File: src/rtl/uart_rx_frame_router.sv
// Parses HEADER/LEN/payload frames from the UART receiver and routes payload bytes
// to two TX channels through a shared tagged FIFO. Optional macro: CHECKSUM_EN.
module uart_rx_frame_router #(
   parameter int         FIFO_DEPTH     = 16,
   parameter int         TIMEOUT_CYCLES = 1000000,
   parameter logic [7:0] CMD_CH1        = 8'hC1,
   parameter logic [7:0] CMD_CH2        = 8'hC2,
   parameter logic [7:0] CMD_BOTH       = 8'hC3
) (
`ifdef CHECKSUM_EN
   output logic       chk_ok,
`endif
   input  logic       clk,
   input  logic       rst,
   input  logic       rx_valid,
   input  logic [7:0] rx_data,
   output logic [7:0] tx1_data,
   output logic       tx1_valid,
   input  logic       tx1_ready,
   output logic [7:0] tx2_data,
   output logic       tx2_valid,
   input  logic       tx2_ready,
   input  logic       err_clr,
   output logic       overflow,
   output logic       frame_err,
   output logic       led_command,
   output logic       led_data
);

   localparam int AW = $clog2(FIFO_DEPTH);
   localparam int CW = AW + 1;
   localparam int TW = $clog2(TIMEOUT_CYCLES) + 1;

   typedef enum logic [1:0] {
      S_IDLE    = 2'd0,
      S_LEN     = 2'd1,
      S_PAYLOAD = 2'd2,
      S_CHK     = 2'd3
   } state_t;

   state_t          state_q, state_d;
   logic [1:0]      mask_q, mask_d;
   logic [7:0]      remaining_q, remaining_d;
   logic [TW-1:0]   timer_q, timer_d;
   logic [AW-1:0]   wr_ptr_q, wr_ptr_d;
   logic [AW-1:0]   rd_ptr_q, rd_ptr_d;
   logic [CW-1:0]   count_q, count_d;
   logic            sent1_q, sent1_d;
   logic            sent2_q, sent2_d;
   logic            overflow_q, overflow_d;
   logic            frame_err_q, frame_err_d;
`ifdef CHECKSUM_EN
   logic [7:0]      chk_q, chk_d;
   logic            chk_ok_q, chk_ok_d;
`endif

   // Each entry is {mask[1:0], data[7:0]}; mask bit 0 selects TX1, bit 1 selects TX2.
   logic [9:0]      mem_q [FIFO_DEPTH];

   logic            empty_s, full_s, pop_s, push_s, push_req_s;
   logic            v1_s, v2_s, hs1_s, hs2_s, done1_s, done2_s;
   logic            timeout_s, fe_set_s, ov_set_s;
   logic [9:0]      head_s;

   // FIFO head view and the per-channel handshake / pop decision.
   always_comb begin
      empty_s = (count_q == '0);
      full_s  = (count_q == CW'(FIFO_DEPTH));
      head_s  = mem_q[rd_ptr_q];
      v1_s    = !empty_s && head_s[8] && !sent1_q;
      v2_s    = !empty_s && head_s[9] && !sent2_q;
      hs1_s   = v1_s && tx1_ready;
      hs2_s   = v2_s && tx2_ready;
      done1_s = !head_s[8] || sent1_q || hs1_s;
      done2_s = !head_s[9] || sent2_q || hs2_s;
      pop_s   = !empty_s && done1_s && done2_s;
   end

   // Parser next state, timeout, FIFO bookkeeping and sticky flags.
   always_comb begin
      state_d     = state_q;
      mask_d      = mask_q;
      remaining_d = remaining_q;
      push_req_s  = 1'b0;
      fe_set_s    = 1'b0;
`ifdef CHECKSUM_EN
      chk_d       = chk_q;
      chk_ok_d    = 1'b0;
`endif
      timeout_s = (state_q != S_IDLE) && !rx_valid && (timer_q == TW'(TIMEOUT_CYCLES - 1));
      if (rx_valid || state_q == S_IDLE) begin
         timer_d = '0;
      end else begin
         timer_d = timer_q + TW'(1);
      end

      case (state_q)
         S_IDLE: begin
            if (rx_valid) begin
               if (rx_data == CMD_CH1) begin
                  mask_d  = 2'b01;
                  state_d = S_LEN;
               end else if (rx_data == CMD_CH2) begin
                  mask_d  = 2'b10;
                  state_d = S_LEN;
               end else if (rx_data == CMD_BOTH) begin
                  mask_d  = 2'b11;
                  state_d = S_LEN;
               end else begin
                  fe_set_s = 1'b1;
               end
            end else begin
               state_d = S_IDLE;
            end
         end
         S_LEN: begin
            if (rx_valid) begin
               if (rx_data == 8'd0) begin
                  state_d = S_IDLE;
               end else begin
                  remaining_d = rx_data;
                  state_d     = S_PAYLOAD;
`ifdef CHECKSUM_EN
                  chk_d       = rx_data;
`endif
               end
            end else if (timeout_s) begin
               state_d  = S_IDLE;
               fe_set_s = 1'b1;
            end else begin
               state_d = S_LEN;
            end
         end
         S_PAYLOAD: begin
            if (rx_valid) begin
               push_req_s  = 1'b1;
               remaining_d = remaining_q - 8'd1;
`ifdef CHECKSUM_EN
               chk_d       = chk_q ^ rx_data;
               if (remaining_q == 8'd1) begin
                  state_d = S_CHK;
               end else begin
                  state_d = S_PAYLOAD;
               end
`else
               if (remaining_q == 8'd1) begin
                  state_d = S_IDLE;
               end else begin
                  state_d = S_PAYLOAD;
               end
`endif
            end else if (timeout_s) begin
               state_d  = S_IDLE;
               fe_set_s = 1'b1;
            end else begin
               state_d = S_PAYLOAD;
            end
         end
`ifdef CHECKSUM_EN
         S_CHK: begin
            if (rx_valid) begin
               state_d = S_IDLE;
               if (rx_data == chk_q) begin
                  chk_ok_d = 1'b1;
               end else begin
                  fe_set_s = 1'b1;
               end
            end else if (timeout_s) begin
               state_d  = S_IDLE;
               fe_set_s = 1'b1;
            end else begin
               state_d = S_CHK;
            end
         end
`endif
         default: begin
            state_d = S_IDLE;
         end
      endcase

      // A full FIFO still accepts when the head leaves in the same cycle.
      push_s   = push_req_s && (!full_s || pop_s);
      ov_set_s = push_req_s && !push_s;

      wr_ptr_d = push_s ? (wr_ptr_q + AW'(1)) : wr_ptr_q;
      rd_ptr_d = pop_s  ? (rd_ptr_q + AW'(1)) : rd_ptr_q;
      case ({push_s, pop_s})
         2'b10:   count_d = count_q + CW'(1);
         2'b01:   count_d = count_q - CW'(1);
         default: count_d = count_q;
      endcase

      sent1_d = pop_s ? 1'b0 : (sent1_q || hs1_s);
      sent2_d = pop_s ? 1'b0 : (sent2_q || hs2_s);

      overflow_d  = ov_set_s ? 1'b1 : (err_clr ? 1'b0 : overflow_q);
      frame_err_d = fe_set_s ? 1'b1 : (err_clr ? 1'b0 : frame_err_q);
   end

   // State and control registers with synchronous active-low reset.
   always_ff @(posedge clk) begin
      if (!rst) begin
         state_q     <= S_IDLE;
         mask_q      <= 2'b00;
         remaining_q <= 8'd0;
         timer_q     <= '0;
         wr_ptr_q    <= '0;
         rd_ptr_q    <= '0;
         count_q     <= '0;
         sent1_q     <= 1'b0;
         sent2_q     <= 1'b0;
         overflow_q  <= 1'b0;
         frame_err_q <= 1'b0;
`ifdef CHECKSUM_EN
         chk_q       <= 8'd0;
         chk_ok_q    <= 1'b0;
`endif
      end else begin
         state_q     <= state_d;
         mask_q      <= mask_d;
         remaining_q <= remaining_d;
         timer_q     <= timer_d;
         wr_ptr_q    <= wr_ptr_d;
         rd_ptr_q    <= rd_ptr_d;
         count_q     <= count_d;
         sent1_q     <= sent1_d;
         sent2_q     <= sent2_d;
         overflow_q  <= overflow_d;
         frame_err_q <= frame_err_d;
`ifdef CHECKSUM_EN
         chk_q       <= chk_d;
         chk_ok_q    <= chk_ok_d;
`endif
      end
   end

   // Payload storage; contents are only observed through the count-qualified head.
   always_ff @(posedge clk) begin
      if (push_s) begin
         mem_q[wr_ptr_q] <= {mask_q, rx_data};
      end
   end

   assign tx1_valid   = v1_s;
   assign tx2_valid   = v2_s;
   assign tx1_data    = empty_s ? 8'h00 : head_s[7:0];
   assign tx2_data    = empty_s ? 8'h00 : head_s[7:0];
   assign overflow    = overflow_q;
   assign frame_err   = frame_err_q;
   assign led_command = (state_q != S_IDLE);
   assign led_data    = !empty_s;
`ifdef CHECKSUM_EN
   assign chk_ok      = chk_ok_q;
`endif

endmodule
File: config.mk
export PLATFORM = sky130hd
export DESIGN_NAME = uart_rx_frame_router
export DESIGN_NICKNAME = d
export VERILOG_FILES = /design/src/rtl/uart_rx_frame_router.sv
export SDC_FILE = /design/constraint.sdc
export NUM_CORES = 1
export LEC_CHECK = 0
export BUFFER_PORTS_ARGS = -buffer_cell sky130_fd_sc_hd__buf_2
export CORE_ASPECT_RATIO = 1.75
export CORE_UTILIZATION = 55
export DETAILED_ROUTE_END_ITERATION = 7
export GPL_ROUTABILITY_DRIVEN = 0
export HOLD_SLACK_MARGIN = 0.1
export PLACE_DENSITY_LB_ADDON = 0.25
export SYNTH_ARGS = -nofsm -noshare
export SYNTH_HDL_FRONTEND = slang
export SYNTH_SLANG_ARGS = --single-unit
File: constraint.sdc
create_clock -name clk -period 5 [get_ports clk]
set_input_delay 0.25 -clock clk [delete_from_list [all_inputs] [get_ports clk]]
set_output_delay 0.25 -clock clk [all_outputs]
set_load 0.03 [all_outputs]
==> reports/summary.md, run 1 <==
The most frequently used flop master after synthesis is sky130_fd_sc_hd__edfxtp_1. TritonCTS built the clock tree. The filler cell count in the final layout came out at 1193. The global-route track usage on met1 is 0.2699, and the number of pins with negative max-slew slack in the final report is 0. The library cell used most frequently in the layout, excluding fill and tap cells, is sky130_fd_sc_hd__edfxtp_1. Setup repair after global routing left no endpoint under its margin.

On the worst path, the slowest cell contributes a delay of 840 ps. In this run the power spent charging and discharging nets is 1399 uW. Summing over every cut layer, the via total after detailed routing is 5223. For the worst endpoint data arrival time, the log shows 3930 ps. The row count is 61. The tools report the combinational share of power as 0.242. The total overflow reported by the global router came out at 0. In this run the deepest clock path goes through 3 buffers. Half-perimeter wire length after detailed placement: 13530 um. The first global-routing pass estimated 30290 um of wire. Summed over all failing endpoints, the final setup total negative slack is 0 ps.

The number of nets in the synthesized netlist is 643. The critical path in this run is classified as flop to flop. Floorplan die area: 17090 um2. The top cell types in the final layout, fill and taps aside, are 160 x sky130_fd_sc_hd__edfxtp_1, 52 x sky130_fd_sc_hd__dfxtp_1, 41 x sky130_fd_sc_hd__mux4_2.

The synthesized design contains 160 enable-type register cells. The clock reaches the later pin of the worst-skew pair after 500 ps. Buffers inserted during clock tree synthesis total 20.

Walking the worst path, the cells encountered are mux4_2 > nand2b_4 > a41oi_2 > o21ai_2 > nor2_4 > o21a_1 > and3_1. The effective utilization at floorplan came out at 0.5678. The worst path buffer plus inverter count came out at 0.

The final core utilization came out at 0.6256. For this design, the slowest cell found on the critical path is sky130_fd_sc_hd__dfxtp_2. For the final-stage net count, the log shows 674. The analysis attributes to cell leakage a power of 0.003325 uW.

Post-CTS timing repair inserted 0 buffers for setup. For the count of endpoints failing hold in the final timing report, the log shows 0. The tools report the kind of capture point of the worst setup path as a flop. The width of the chip is 99.24 um. After the first detailed-routing iteration, the DRC count stood at 335. The tree built by TritonCTS fans out to 214 sinks. In this run the most used layer during global routing was met2. Detail-routed net length per standard cell: 23.05 um. Entering global routing, the biggest net connects 33 pins.

The fraction of final layout cells with drive strength greater than 1 works out to 0.1869. Synthesis produced a netlist whose cell count is 613. Dividing the detail-routed via count by the number of cells gives 6.166.

Post-synthesis async set-or-reset flop share: 0. The internal portion of the total power is 3274 uW. Across the VDD grid, the largest voltage drop is 297.2 uV. STA classifies the critical path startpoint as a flop. The detail route stage leaves a number of antenna-violating nets equal to 0. The remaining max-slew budget at the tightest pin is 0.4268.

The fraction of power spent switching nets came out at 0.2993. The flow ran to the end, and the final reports show no timing, DRC or antenna violations. For the final clock skew, the log shows 23.05 ps. The maximum fanout along the worst path is 32, and the final setup violation count is 0.

The clock transition at the registers of the reported paths was 70 ps. Yosys printed 0 warnings. In this run the tool buffered the top-level ports with 35 buffer cells. Overall routing resource usage: 0.2424. Pin placement for this block handled 36 I/O pins. The tightest min-delay check is of the input port to flop type.

The met2 track demand over resource in global routing came out at 0.4514. The number of unique standard cell types used by synthesis was 56. For this run, design rule violations remaining after detail routing come to 0. Final critical-path share of the clock period: 0.7624.

0 antenna diodes ended up in the layout. The core box area was 16030 um2; the slew at the pin with the worst max-slew slack was 858.6 ps. The flip-flop and latch count after synthesis came out at 214. Summing all flip-flop and latch instances after layout gives 5888 um2.

The portion of total power attributed to sequential cells was 0.436; the peak clock frequency supported by timing was 262.3 MHz. The clock group share of total power was 0.321; the initial antenna violation count was 0. The pre-antenna-repair detailed-routing pass consisted of 4 iterations.

STA puts the critical path data required time at 5120 ps. The layout-stage area growth over the synthesis result works out to 10.17%. The cell sitting at the root of the clock tree is a sky130_fd_sc_hd__clkbuf_16. The number of H-tree levels was 1. Wire length reported by the detailed router: 19520 um. Counting I/O delays and the setup requirement, the final critical path takes 3812 ps. A synthesized cell averages 14.85 um2. The worst hold margin came out at 197.4 ps.

Summing all multi-input logic gate instances after layout gives 2958 um2. In this run the vertical extent of the chip is 172.2 um. Among cell families on the critical path, the largest total delay comes from simple AND/OR/NAND/NOR gates. Across the run, the number of max-cap violations was 0.

The post-synthesis instance area is 9101 um2, and the power density over the cells is 466.0 nW/um2. Global routing met3 resource utilization: 0.03557. The sequential fraction of the synthesis area is 0.6467, and the number of global-route vias before repair is 5292.
-- cells in the mapped netlist (3+ instances only) --
| master | instances | area share |
|---|---|---|
| sky130_fd_sc_hd__nand3_1 | 13 | 0.0071 |
| sky130_fd_sc_hd__o32ai_1 | 5 | 0.0048 |
| sky130_fd_sc_hd__buf_2 | 5 | 0.0027 |
| sky130_fd_sc_hd__mux2i_1 | 23 | 0.025 |
| sky130_fd_sc_hd__a21oi_1 | 21 | 0.012 |
| sky130_fd_sc_hd__edfxtp_1 | 160 | 0.53 |
| sky130_fd_sc_hd__ha_1 | 15 | 0.021 |
| sky130_fd_sc_hd__nand4_1 | 5 | 0.0034 |
| sky130_fd_sc_hd__and3_1 | 18 | 0.012 |
| sky130_fd_sc_hd__buf_4 | 10 | 0.0082 |
| sky130_fd_sc_hd__inv_1 | 19 | 0.0078 |
| sky130_fd_sc_hd__dfxtp_1 | 54 | 0.12 |
| sky130_fd_sc_hd__nand2_1 | 32 | 0.013 |
| sky130_fd_sc_hd__xnor2_1 | 13 | 0.013 |
| sky130_fd_sc_hd__nor2b_1 | 13 | 0.0089 |
| sky130_fd_sc_hd__or3_1 | 5 | 0.0034 |
| sky130_fd_sc_hd__a22oi_1 | 7 | 0.0058 |
| sky130_fd_sc_hd__o21ai_0 | 18 | 0.0099 |
| sky130_fd_sc_hd__mux4_2 | 41 | 0.10 |
| sky130_fd_sc_hd__buf_6 | 3 | 0.0037 |
| sky130_fd_sc_hd__nor4_1 | 4 | 0.0027 |
| sky130_fd_sc_hd__and2_1 | 19 | 0.013 |
| sky130_fd_sc_hd__nor3_1 | 7 | 0.0038 |
| sky130_fd_sc_hd__o22ai_1 | 3 | 0.0021 |
| sky130_fd_sc_hd__nor2_1 | 38 | 0.016 |
| sky130_fd_sc_hd__xor2_1 | 8 | 0.0077 |
| sky130_fd_sc_hd__clkbuf_1 | 13 | 0.0054 |
| sky130_fd_sc_hd__nand2b_1 | 6 | 0.0041 |
-- what timing repair did --
action,in CTS,in global routing
hold endpoints to repair,4,0
setup endpoints to repair,0,0
gates resized for setup,0,0
hold buffers,3,0
-- area by class of cell --
cell class | count | area share
inverters | 20 | 0.007487
clock buffers | 26 | 0.05416
well taps | 189 | 0.02358
repair buffers | 40 | 0.02196
clock inverters | 10 | 0.01061
flip-flops and latches | 214 | 0.5872
multi-input cells | 348 | 0.2950
-- logic make-up after synthesis --
family	Yosys count	share of synthesized area
adders and majority gates	16	0.02282
buffers and inverters	51	0.02832
muxes	65	0.1280
DFF	214	0.6467
xor gates and xnor gates	21	0.02021
and+or+nand+nor	175	0.1024
AOI/OAI and AO/OA	71	0.05155
-- state kept, by name, indices dropped and copies added, names as in the netlist, named ones only --
| register | cells |
|---|---|
| count_q | 5 |
| frame_err | 1 |
| mask_q | 2 |
| mem_q | 160 |
| overflow | 1 |
| rd_ptr_q | 4 |
| remaining_q | 8 |
| sent1_q | 1 |
| sent2_q | 1 |
| state_q | 2 |
| timer_q | 21 |
| wr_ptr_q | 4 |
-- metal layers --
metal / vias to the layer above / routed length [um]
met3: 39 / 918
met5: - / 0
met1: 2633 / 6999
met4: 0 / 854
met2: 172 / 10750
li1: 2379 / -
-- per-stage QoR --
step / std cells / power, uW / cell area [um2] / worst slack, ps
finish: 847 / 4672 / 10030 / 1188
global route: 847 / 4847 / 10030 / 979.3
CTS: 847 / 4697 / 10030 / 1180
detailed placement: 808 / 3214 / 9348 / 1203
global placement: 808 / 3185 / 9348 / 1407
floorplan: 613 / 2984 / 9101 / 2360
-- power by group through the flow --
stage / clock network [uW] / registers (uW) / logic (uW)
floorplan: 0 / 2010 / 975
global placement: 0 / 2080 / 1110
detailed placement: 0 / 2080 / 1130
CTS: 1520 / 2040 / 1140
global route: 1580 / 2050 / 1210
finish: 1500 / 2040 / 1130
-- final timing paths --
path	start	end	slack [ps]	cells after the start
worst min-delay path	rx_data[5]	mem_q[12][5]$_DFFE_PP_	200	1
worst max-delay path	flop	mem_q[2][6]$_DFFE_PP_	1190	7
worst max register to register	flop	mem_q[2][6]$_DFFE_PP_	1190	7
worst min register to register	timer_q[0]$_SDFF_PP0_	timer_q[0]$_SDFF_PP0_	480	1
Power figures use the tool's default switching activity.
==> run 2: changes to the inputs <==
==> constraint.sdc (replaced) <==
create_clock -name clk -period 3.7 [get_ports clk]
set_input_delay 0.185 -clock clk [delete_from_list [all_inputs] [get_ports clk]]
set_output_delay 0.185 -clock clk [all_outputs]
set_load 0.03 [all_outputs]
==> run 2 against run 1 <==
Compared with the run above:
- combinational power increased by 35%
- die area stayed put
- utilization up 0.52 points
- sequential share of layout area is 0.48 points lower
- critical endpoint is now tx2_data[7]
- via count down 1.4%
- sequential power increased by 33%
- non-clock buffer count grew 5
- global-route usage decreased by 1.4 points
- largest power group unchanged
==> reports/summary.md, run 2 (synthesized netlist as in run 1, its figures left out) <==
The post-cts gate resize count is 0 (unchanged). The count of antenna diodes in the layout was 0 (unchanged). The critical path start-end classification was flop to primary output. The total clock buffers created by CTS is 20 (unchanged).

Number of vias after detailed routing: 5152 (-1.4%). For the total negative setup slack, the log shows 0 ps (unchanged). The largest registers in the layout are mem_q (160), timer_q (21), remaining_q (8). The number of detailed-route iterations in the first pass is 4 (unchanged). Number of global-route vias before repair: 5407 (+2.2%). The internal power is 4543 uW (+39%), and the half-perimeter wire length after detailed placement is 12560 um (-7.1%). Number of placed I/O pins: 36 (unchanged). TritonCTS built the clock tree. The clock group share of total power is 0.337 (+0.016), and the count of input and output buffers is 35 (unchanged). The wire length reported by the detailed router came out at 18480 um (-5.3%). mem_q holds more flip-flops than any other register.

The logs give 0 (unchanged) for the remaining design rule violation count and 0.238 (-0.004) for the combinational share of power. The run gives 0.003362 uW (+1.1%) as the static leakage. The pin count of the biggest net entering global routing was 31 (-6.1%); the filler cell count in the final layout was 1179 (-1.2%). The number of pins with negative max-slew slack in the final report is 0 (unchanged), and the clock latency on the worst-skew pair is 490 ps (about the same).

The final setup violation count was 0 (unchanged); the worst hold margin was 123.6 ps (-73.75 ps). The critical path data required time was 3510 ps (-1610 ps). The row count is 61 (unchanged), and the post-CTS setup-driven buffer insertion count is 0 (unchanged). Kind of capture point of the worst setup path: a primary output. The power density over the cells came out at 631.3 nW/um2 (+35%). Setup repair after global routing left no endpoint under its margin.

The clock transition at the registers of the reported paths came out at 70 ps (about the same). The tools report the count of endpoints failing hold in the final timing report as 0 (unchanged). The logs give 1839 uW (+31%) for the switching power total and 281 (-16%) for the first-iteration detailed-routing DRC count. The clock period could shrink to 3411 ps. The core box area is 16030 um2 (unchanged). The delay of the slowest cell on the worst path is 660 ps (-180 ps). The fraction of power spent switching nets works out to 0.2881 (-0.01121). Number of H-tree levels: 1 (unchanged). Clock tree synthesis selected as its root buffer the cell sky130_fd_sc_hd__clkbuf_16. The logs give 0.5184 (+0.09155) for the remaining max-slew budget at the tightest pin and 17090 um2 (unchanged) for the floorplan die area. For the portion of total power attributed to sequential cells, the log shows 0.425 (-0.011).

The overall routing resource usage is 0.2289 (-0.01358). Walking the worst path, the cells encountered are buf_4 > mux4_2 > mux4_2 > and2_1 > buf_2. The kind of path behind the tightest hold check is input port to flop.

The run gives 3 (unchanged) as the worst-case clock buffer depth. The highest-delay cell along the critical path is sky130_fd_sc_hd__dfxtp_2. The first-pass GRT wire length is 29370 um (-3.0%). The top cell types in the final layout, fill and taps aside, are 160 x sky130_fd_sc_hd__edfxtp_1, 52 x sky130_fd_sc_hd__dfxtp_1, 41 x sky130_fd_sc_hd__mux4_2.

The worst setup path is launched from a flop. The max-capacitance violation count came out at 0 (unchanged). The effective utilization at floorplan was 0.5678 (unchanged). The detail-routed net length per standard cell came out at 21.69 um (-5.9%). The worst endpoint data arrival time is 3230 ps (-700 ps), and the fraction of final layout cells with drive strength greater than 1 is 0.1946 (+0.007640). The final critical-path share of the clock period came out at 0.9219. The worst path buffer plus inverter count was 2 (+2). The tools report the total of hold buffers inserted after clock tree synthesis as 3 (unchanged). The floorplan die height works out to 172.2 um (unchanged). The largest delay contributor family on the critical path was multiplexers. For this run, the top clock speed supported by timing is 293.2 MHz. The remaining antenna violation count after routing is 0 (unchanged).

Maximum fanout along the worst path: 30 (-6.3%). Leaving out fill and tap cells, the most frequent cell in the layout is sky130_fd_sc_hd__edfxtp_1. Layout-stage area growth over the synthesis result: 11.08%. The number of flip-flops in the largest register was 160 (unchanged). The tools report the worst IR drop on VDD as 486.0 uV (+64%). The final clock skew is 11.52 ps (-11.53 ps). The final-stage net count is 679 (+0.74%), and the total overflow reported by the global router is 0 (unchanged). The slew at the pin with the worst max-slew slack is 715.8 ps (-142.7 ps), and the initial antenna violation count is 0 (unchanged). The cell that appears most often on the critical path is sky130_fd_sc_hd__mux4_2. The flow ran to the end, and the final reports show no timing, DRC or antenna violations. Width of the chip: 99.24 um (unchanged). The count of clock tree sinks is 214 (unchanged), and the routed via count divided by cell count is 6.047 (-1.9%).
## run 2: per-layer routing
metal | track usage | up-vias | wire, um
met3 | 0.02789 | 37 | 764
li1 | - | 2390 | -
met4 | 0.08951 | 0 | 593
met2 | 0.4399 | 142 | 10340
met1 | 0.2543 | 2583 | 6788
met5 | 0 | - | 0
## run 2: worst paths after layout
kind	startpoint	to	slack, ps	depth (start not counted)
min	rx_data[0]	mem_q[5][0]$_DFFE_PP_	120	1
min reg2reg	timer_q[0]$_SDFF_PP0_	timer_q[0]$_SDFF_PP0_	460	1
max reg2reg	flop	count_q[4]$_SDFFE_PN0P_	360	14
max	flop	tx2_data[7]	290	5
## run 2: power by group through the flow
stage	Combinational, uW	Clock [uW]	Sequential (uW)
global placement	1480	0	2760
finish	1520	2150	2710
CTS	1530	2180	2710
global route	1640	2270	2720
floorplan	1310	0	2710
detailed placement	1530	0	2760
## run 2: per-stage QoR
step / area [um2] / power [uW] / instances / util / setup slack, ps
finish: 10110 / 6382 / 852 / 0.6308 / 289.0
global route: 10110 / 6630 / 852 / 0.6308 / 106.4
CTS: 10110 / 6426 / 852 / 0.6308 / 229.1
detailed placement: 9385 / 4292 / 813 / 0.5856 / 428.1
global placement: 9385 / 4238 / 813 / 0.5856 / 596.6
floorplan: 9101 / 4019 / 613 / - / 1060
## run 2: final cells by class
class | instances | area (um2) | share of cell area
Sequential cell | 214 | 5888 | 0.5824
Multi-Input combinational cell | 348 | 2958 | 0.2926
Clock buffer | 24 | 536.8 | 0.05309
Timing Repair Buffer | 45 | 257.7 | 0.02550
Tap cell | 189 | 236.5 | 0.02339
Clock inverter | 12 | 157.7 | 0.01559
Inverter | 20 | 75.07 | 0.007426
==> run 3: changes to the inputs <==
--- a/config.mk
+++ b/config.mk
@@ -7,11 +7,13 @@
 export LEC_CHECK = 0
 export BUFFER_PORTS_ARGS = -buffer_cell sky130_fd_sc_hd__buf_2
 export CORE_ASPECT_RATIO = 1.75
-export CORE_UTILIZATION = 55
+export CORE_UTILIZATION = 50
 export DETAILED_ROUTE_END_ITERATION = 7
 export GPL_ROUTABILITY_DRIVEN = 0
 export HOLD_SLACK_MARGIN = 0.1
+export MAX_ROUTING_LAYER = met4
 export PLACE_DENSITY_LB_ADDON = 0.25
+export SKIP_LAST_GASP = 1
 export SYNTH_ARGS = -nofsm -noshare
 export SYNTH_HDL_FRONTEND = slang
 export SYNTH_SLANG_ARGS = --single-unit
==> run 3 against run 2 <==
Compared with the run above:
- fmax shrank 0.27%
- setup slack lost 9.3 ps
- via count grew 0.97%
- highest routed layer unchanged
- final cell count grew 5.9%
- power shrank 4.6%
- global-route usage shrank 1.4 points
- die area grew 9.8%
- largest power group unchanged
- flip-flop and latch count is the same
==> reports/summary.md, run 3 (synthesized netlist as in run 1, its figures left out) <==
The clock transition at the registers of the reported paths works out to 70 ps (about the same). The flow ran to the end, and the final reports show no timing, DRC or antenna violations. The logs give 0.248 (+0.010) for the combinational share of power and 500 ps (about the same) for the clock latency on the worst-skew pair. Number of detailed-route iterations in the first pass: 5 (+1). The maximum fanout along the worst path was 29 (-3.3%). The number of global-route vias before repair is 5403 (-0.074%). The remaining max-slew budget at the tightest pin is 0.4991 (-0.01928). The total negative setup slack is 0 ps (unchanged). The effective utilization at floorplan is 0.5166 (-0.05122), and the time the final worst path needs with I/O delays and setup is 3420 ps (+9.340 ps). The critical path data required time was 3510 ps (about the same).

The tools report the worst-case clock buffer depth as 3 (unchanged). The worst setup path is captured at a primary output. The number of flip-flops in the largest register was 160 (unchanged). The post-cts gate resize count is 0 (unchanged), and the number of placed I/O pins is 36 (unchanged). The final clock skew was 20.03 ps (+8.509 ps). Static leakage: 0.003352 uW (-0.29%). The number of H-tree levels was 1 (unchanged); the max-capacitance violation count was 0 (unchanged). Filler cell count in the final layout: 1432 (+21%). The logs give 0 (unchanged) for the remaining design rule violation count and 64 (+4.9%) for the row count.

TritonCTS built the clock tree. The fraction of final layout cells with drive strength greater than 1 was 0.2027 (+0.008112); the routed via count divided by cell count was 5.767 (-4.6%). For the internal power, the log shows 4238 uW (-6.7%).

For the first-pass GRT wire length, the log shows 29880 um (+1.7%). The post-CTS setup-driven buffer insertion count was 0 (unchanged). Clock tree synthesis selected as its root buffer the cell sky130_fd_sc_hd__clkbuf_16.

The run gives 687 (+1.2%) as the final-stage net count. The fraction of power spent switching nets works out to 0.3036 (+0.01552). For the total clock buffers created by CTS, the log shows 20 (unchanged). For the total non-filler cell area in the finished layout, the log shows 10120 um2 (+0.12%). Relative to the synthesized area, the layout overhead comes to 11.22%. For the count of antenna diodes in the layout, the log shows 0 (unchanged).

The run gives 3240 ps (about the same) as the worst endpoint data arrival time. The core box area came out at 17620 um2 (+9.9%). Switching power total: 1848 uW (+0.50%). The count of clock tree sinks is 214 (unchanged), and the first-iteration detailed-routing DRC count is 294 (+4.6%). The run gives 0 (unchanged) as the number of pins with negative max-slew slack in the final report. Setup repair after global routing left no endpoint under its margin. Counting flops per register, the top entry is mem_q. In the final layout, the registers with the most flip-flops are mem_q (160), timer_q (21), remaining_q (8).

Floorplan die area: 18770 um2 (+9.8%). The worst setup path is of the flop to primary output kind. The power density over the cells was 601.3 nW/um2 (-4.8%); the final setup violation count was 0 (unchanged).

The library cell used most frequently in the layout, excluding fill and tap cells, is sky130_fd_sc_hd__edfxtp_1. Clock group share of total power: 0.307 (-0.030). The peak clock frequency supported by timing is 292.4 MHz (-0.27%).

The overall routing resource usage was 0.2148 (-0.01404); the remaining antenna violation count after routing was 0 (unchanged). The total area of multi-input combinational cells was 2958 um2 (unchanged). The run gives 18860 um (+2.1%) as the wire length reported by the detailed router. The slew at the pin with the worst max-slew slack was 750.5 ps (+34.69 ps).

The detail-routed net length per standard cell was 20.91 um (-3.6%). STA classifies the critical path startpoint as a flop. The total area of sequential cells was 5888 um2 (unchanged); the placed cell area was 9490 um2 (+1.1%).

The pin count of the biggest net entering global routing came out at 30 (-3.2%). The tools report the portion of total power attributed to sequential cells as 0.445 (+0.020). The count of endpoints failing hold in the final timing report is 0 (unchanged), and the initial antenna violation count is 0 (unchanged). The width of the chip came out at 104.0 um (+4.8%). In the layout the commonest cells are 160 x sky130_fd_sc_hd__edfxtp_1, 52 x sky130_fd_sc_hd__dfxtp_1, 41 x sky130_fd_sc_hd__mux4_2. The count of input and output buffers is 35 (unchanged). The logs give 291.0 uV (-40%) for the worst IR drop on VDD and 0 (unchanged) for the total overflow reported by the global router. The number of vias after detailed routing came out at 5202 (+0.97%). The half-perimeter wire length after detailed placement was 12480 um (-0.67%). The tightest min-delay check is of the input port to flop type. The floorplan die height works out to 180.5 um (+4.8%). The final critical-path share of the clock period is 0.9244 (+0.002524).
==> run 3: cell types whose count changed in the layout (fill, tap and decap cells not counted) <==
| cell | change |
|---|---|
| sky130_fd_sc_hd__buf_4 | +7 |
| sky130_fd_sc_hd__bufinv_16 | -4 |
| sky130_fd_sc_hd__clkbuf_1 | +1 |
| sky130_fd_sc_hd__clkbuf_16 | -1 |
| sky130_fd_sc_hd__clkinv_1 | -1 |
| sky130_fd_sc_hd__clkinv_2 | +1 |
| sky130_fd_sc_hd__clkinv_8 | +1 |
| sky130_fd_sc_hd__clkinvlp_2 | +2 |
| sky130_fd_sc_hd__dlygate4sd3_1 | +1 |
| sky130_fd_sc_hd__inv_8 | +1 |
==> run 3: layer usage <==
layer  up-vias  share of wire  GRT usage
met5         -              0          -
met4         0          0.042    0.09429
met3        42          0.035    0.01881
met2       140           0.55     0.3888
met1      2629           0.37     0.2397
li1       2391              -          -
==> run 3: area by class of cell <==
type | instances | area share
sequential | 214 | 0.5817
multi-input combinational | 348 | 0.2922
tap | 231 | 0.02855
clock buffer | 24 | 0.05093
clock inverter | 12 | 0.007540
inverter | 20 | 0.007417
timing repair buffer | 53 | 0.03164
==> run 3: per-stage QoR <==
step	util	setup slack, ps	hold WS, ps	instances	total power (uW)
global route	0.5746	75.87	109.3	902	6338
floorplan	-	1060	283.9	613	4019
global placement	0.5387	712.5	439.7	862	4251
finish	0.5746	279.7	111.5	902	6086
CTS	0.5746	229.9	101.6	902	6144
detailed placement	0.5387	521.5	447.3	862	4285
==> run 3: power groups by stage <==
| stage | clock network, uW | registers (uW) | logic [uW] |
|---|---|---|---|
| 4_1_cts | 1900 | 2710 | 1530 |
| 3_3_place_gp | 0 | 2760 | 1490 |
| 6_report | 1870 | 2710 | 1510 |
| 2_1_floorplan | 0 | 2710 | 1310 |
| 5_1_grt | 1990 | 2720 | 1630 |
| 3_5_place_dp | 0 | 2760 | 1520 |
==> run 3: timing repair <==
item | CTS | global route
hold endpoints to repair | 35 | 0
hold buffers | 4 | 0
setup endpoints to repair | 0 | 0
==> run 3: path summary, 6_finish.rpt <==
kind                                       startpoint                       to  slack, ps  cells past startpoint
worst max-delay path                             flop              tx2_data[0]        280                      5
worst min-delay path                       rx_data[7]    mem_q[1][7]$_DFFE_PP_        110                      1
worst max register to register                   flop  count_q[4]$_SDFFE_PN0P_        500                     14
worst min register to register  timer_q[0]$_SDFF_PP0_    timer_q[0]$_SDFF_PP0_        460                      1
==> run 3: worst max-delay path, stage by stage, from the launching register on <==
cell and delay [ps]:
sky130_fd_sc_hd__dfxtp_2 690, sky130_fd_sc_hd__buf_4 610, sky130_fd_sc_hd__mux4_2 590, sky130_fd_sc_hd__mux4_2 490, sky130_fd_sc_hd__and2_1 180, sky130_fd_sc_hd__buf_2 170
